--- config.mk ---
export PLATFORM = sky130hd
export DESIGN_NAME = a2d_conv_sched
export DESIGN_NICKNAME = d
export VERILOG_FILES = /design/src/rtl/a2d_conv_sched.sv
export SDC_FILE = /design/constraint.sdc
export NUM_CORES = 1
export LEC_CHECK = 0
export BUFFER_PORTS_ARGS = -buffer_cell sky130_fd_sc_hd__buf_2
export CORE_MARGIN = 2
export CORE_UTILIZATION = 43
export CTS_CLUSTER_DIAMETER = 100
export DETAILED_ROUTE_END_ITERATION = 7
export HOLD_SLACK_MARGIN = 0.08
export PLACE_DENSITY_LB_ADDON = 0.05
export SETUP_SLACK_MARGIN = 0.05
export SLEW_MARGIN = 20
export SYNTH_ARGS = -nofsm -noshare
export SYNTH_HDL_FRONTEND = slang
export SYNTH_SLANG_ARGS = --single-unit
--- constraint.sdc ---
create_clock -name clk -period 2.42 [get_ports clk]
set_input_delay 0.605 -clock clk [delete_from_list [all_inputs] [get_ports clk]]
set_output_delay 0.605 -clock clk [all_outputs]
set_load 0.02 [all_outputs]
--- src/rtl/a2d_conv_sched.sv ---
// a2d_conv_sched: timer-driven round-robin A2D sampling with on-demand host reads over a shared SPI master
module a2d_conv_sched #(
  parameter int PERIOD_W = 14,
  parameter logic [2:0] BATT_CH = 3'd0,
  parameter logic [2:0] CURR_CH = 3'd1,
  parameter logic [2:0] BRAKE_CH = 3'd3,
  parameter logic [2:0] TORQUE_CH = 3'd4
) (
  input  logic        clk,
  input  logic        rst,
  output logic        snd,
  output logic [15:0] cmd,
  input  logic        done,
  input  logic [15:0] resp,
  output logic [11:0] batt,
  output logic [11:0] curr,
  output logic [11:0] brake,
  output logic [11:0] torque,
  output logic        rnd_cmplt,
  input  logic        req,
  input  logic [2:0]  req_ch,
  output logic        req_ack,
  output logic [11:0] req_data
);
  typedef enum logic [2:0] {IDLE, SEND1, WAIT1, GAP, SEND2, WAIT2} state_t;
  state_t state, nxt;
  logic [PERIOD_W-1:0] timer;
  logic tick, pend, rnd_act, host, cap, unused_resp;
  logic [1:0] slot;
  logic [2:0] hch, ch, slot_ch;
  logic [3:0] wr;
  assign tick = &timer;
  assign slot_ch = slot == 2'd0 ? BATT_CH : slot == 2'd1 ? CURR_CH : slot == 2'd2 ? BRAKE_CH : TORQUE_CH;
  assign cmd = {2'b00, ch, 11'h000};
  assign snd = state == SEND1 || state == SEND2;
  assign cap = state == WAIT2 && done;
  assign wr = host ? {ch == TORQUE_CH, ch == BRAKE_CH, ch == CURR_CH, ch == BATT_CH} : 4'b0001 << slot;
  assign unused_resp = ^resp[15:12];
  always_ff @(posedge clk)
    if (rst) state <= IDLE;
    else state <= nxt;
  always_comb begin
    nxt = state;
    case (state)
      IDLE:  nxt = (pend || rnd_act || tick) ? SEND1 : IDLE;
      SEND1: nxt = WAIT1;
      WAIT1: nxt = done ? GAP : WAIT1;
      GAP:   nxt = SEND2;
      SEND2: nxt = WAIT2;
      WAIT2: nxt = done ? IDLE : WAIT2;
      default: nxt = IDLE;
    endcase
  end
  always_ff @(posedge clk) begin
    if (rst) begin
      timer <= '0;
      pend <= 1'b0;
      hch <= 3'd0;
      rnd_act <= 1'b0;
      slot <= 2'd0;
      host <= 1'b0;
      ch <= 3'd0;
      batt <= 12'h000;
      curr <= 12'h000;
      brake <= 12'h000;
      torque <= 12'h000;
      req_data <= 12'h000;
      rnd_cmplt <= 1'b0;
      req_ack <= 1'b0;
    end else begin
      timer <= timer + 1'b1;
      rnd_cmplt <= 1'b0;
      req_ack <= 1'b0;
      if (req && !pend) begin
        pend <= 1'b1;
        hch <= req_ch;
      end
      if (state == IDLE) begin
        if (pend) begin
          host <= 1'b1;
          ch <= hch;
        end else if (rnd_act) begin
          host <= 1'b0;
          ch <= slot_ch;
        end else if (tick) begin
          host <= 1'b0;
          ch <= BATT_CH;
          rnd_act <= 1'b1;
          slot <= 2'd0;
        end
      end
      if (cap) begin
        if (wr[0]) batt <= resp[11:0];
        if (wr[1]) curr <= resp[11:0];
        if (wr[2]) brake <= resp[11:0];
        if (wr[3]) torque <= resp[11:0];
        if (host) begin
          req_data <= resp[11:0];
          req_ack <= 1'b1;
          pend <= 1'b0;
        end else begin
          slot <= slot + 1'b1;
          if (slot == 2'd3) begin
            rnd_act <= 1'b0;
            rnd_cmplt <= 1'b1;
          end
        end
      end
    end
  end
endmodule

==> out/metrics.cfg <==
[sta]
tns_ps=0
grt_setup_unrepaired=no
hold_violations=0
post-route-period-util=0.7622
hold_ws_ps=454.1
max_freq_mhz=542.1
fin_crit_ps=1845
worst_slew_pin_slew_ps=574.1
fin_ws_ps=575.4
fin_skew_ps=7.473
slew_violations=0
max_slew_margin=0.6143
setup_viol=0

[route]
via_count=2822
ant_nets=0
vias_per_cell=4.824
drcViolationCount=0
drt_first_pass_iters=4
drtIter0Drc=77
wl_per_cell_um=13.64
wirelength_um=7982

[power]
power.net_switching_mw=0.6773
combinationalPowerShare=0.063
seqPwrFrac=0.563
p_int_mw=2.049
swShare=0.2484
leakage_nw=2.078
power_density_mw_per_mm2=631.5
p_total_mw=2.726
pwr-share-clk=0.374
vdd_drop_max_uv=359.1

[place]
place.gp.congestion=0.7210
place_inst=569
pre_cts_ws_ps=541.0
hpwl_um=5465
dpl_cell_area_mm2=0.004123
io_buffers=84

[critical_path]
r2r_slack_ps=580
crit_required_ps=2710
r2r_start=timer[0]
cpPeakStageDelay_ps=600
arrival_ps=2130
end_kind=flop
critPathKind=flop to flop
crit_chain=ha_1 -> nand4_4 -> or4_4 -> a211o_1 -> a21oi_1
critPathMaxFanout=7
cp_slowest_cell=or4_4
startpoint_type=flop
r2r_end=state[0]
r2r_cells=5

[logic_synthesis]
syn_inst=393
synth-seq-cells=90
yosysMostFrequentCell=dfxtp_1
synth_cell_types=43
netlist_top_cells_area=dfxtp_1 49%, mux2i_1 14%, nor2_1 7.2%, nand2_1 3.7%, buf_4 3.3%
yosys_warnings=0
synthArstFlopShare=0
synth_top_area_share=0.4932
synth_edf_count=0
yosysSeqAreaShare=0.4932
synth_flop_cell=dfxtp_1
synth_common_cells=90 x dfxtp_1, 70 x nor2_1, 51 x mux2i_1
netlist_area_mm2=0.003654
avgSynthCellArea_um2=9.296
yosysTopAreaCell=dfxtp_1

[clocking]
cts_root_buf=clkbuf_8
postCtsHoldBufs=0
post_cts_buffers=0
clkLatencyLatePin_ps=350
h-tree-depth=3
post_cts_resized=0
cts_inserted_buffers=9
clockBufferDepth=2
clock_sinks=90
clk_pin_slew_ps=90
cts_tree=done

[outcome]
status=completed

[hold_path]
holdPathEnd=req_data[2]
hold_start=req_data[2]
min_path_type=flop to flop
min_path_cells=2

[grt]
track_usage=0.1771
grt_pass1_vias=2533
overflow=0
grt_first_pass_wirelength_um=12580
grt_antenna_before_repair=0
grt_max_degree=32

[final_layout]
area_growth_syn_to_layout_pct=18.15
fin_nets=504
drive_above_1_share=0.2333
fill_cells=806
stdcell_count=585
stdcell_area_mm2=0.004317
diodes=0
final_util=0.5254

[die]
die_x_um=96.18
ioPinCount=102
core_area_mm2=0.008217
rows=33
fp.dieArea_mm2=0.009250
die_y_um=96.18
initial_core_util=0.4446

[job]
max_cap_violations=0

cell families after synthesis:
group                    Yosys count  share of synthesized area
adder cells (fa/ha/maj)            6                    0.02055
buffers and inverters             44                    0.06473
multiplexers                      51                     0.1397
flip-flops                        90                     0.4932
XOR/XNOR                          11                    0.02637
AO/OA/AOI/OAI                     43                    0.07055
AND/OR/NAND/NOR                  147                     0.1839
other                              1                   0.001026
cells in the final DEF (no fill, tap or decap), types with 2 or more instances in the layout:
| cell type | n |
|---|---|
| o211ai_1 | 3 |
| dfxtp_1 | 90 |
| buf_2 | 84 |
| nor3_1 | 10 |
| inv_1 | 10 |
| xnor2_1 | 9 |
| nor4bb_1 | 2 |
| xor2_1 | 2 |
| nand2b_1 | 2 |
| ha_1 | 6 |
| nor2_1 | 70 |
| nand2_1 | 36 |
| a211oi_1 | 4 |
| inv_6 | 2 |
| clkbuf_8 | 9 |
| o21ai_0 | 2 |
| a21oi_1 | 23 |
| nor4_1 | 4 |
| nor2b_1 | 7 |
| mux2i_1 | 51 |
| o21ai_1 | 3 |
| conb_1 | 13 |
| clkinvlp_4 | 2 |
| nand3_1 | 6 |
| buf_4 | 9 |
| clkbuf_1 | 2 |
worst max-delay path by stage:
stage,slack (ps),from,cells past startpoint,end
6_report,580,timer[0],5,state[0]
2_1_floorplan,650,done,6,brake[11]
4_1_cts,560,timer[0],5,state[0]
3_3_place_gp,540,done,6,brake[11]
5_1_grt,450,timer[0],5,state[0]
3_5_place_dp,540,done,6,brake[8]
metal layers:
metal / track usage / wire [µm] / up-vias
met5: 0 / 0 / -
met4: 0.03929 / 82 / 0
met3: 0.08144 / 552 / 10
met2: 0.2760 / 3636 / 60
met1: 0.2240 / 3710 / 1294
li1: - / - / 1458
critical path, delay by kind of cell (launching register included):
| family | cells | cell delay [ps] |
|---|---|---|
| AO/OA/AOI/OAI | 2 | 400 |
| flip-flops | 1 | 370 |
| AND/OR/NAND/NOR | 2 | 750 |
| adder cells (fa/ha/maj) | 1 | 270 |
power by group through the flow:
stage               Combinational (mW)  Clock (mW)  Sequential [mW]
finish                           0.172        1.02             1.54
floorplan                        0.143           0             1.56
CTS                              0.173        1.06             1.53
global route                     0.191        1.12             1.54
global placement                 0.170           0             1.57
detailed placement               0.172           0             1.57
registers in the layout (all words and copies together), names as in the netlist:
register	count
ch	3
hch	3
req_ack	1
rnd_act	1
slot	2
curr	12
brake	12
state	3
torque	12
pend	1
req_data	12
host	1
rnd_cmplt	1
batt	12
timer	14
area by class of cell:
| type | count | area [µm²] | area share |
|---|---|---|---|
| clock buffer | 11 | 131.4 | 0.03043 |
| sequential | 90 | 1802 | 0.4174 |
| inverter | 10 | 37.54 | 0.008696 |
| timing repair buffer | 93 | 488.0 | 0.1130 |
| clock inverter | 5 | 62.56 | 0.01449 |
| multi-input combinational | 271 | 1664 | 0.3855 |
| tap | 105 | 131.4 | 0.03043 |
Power figures use the tool's default switching activity.
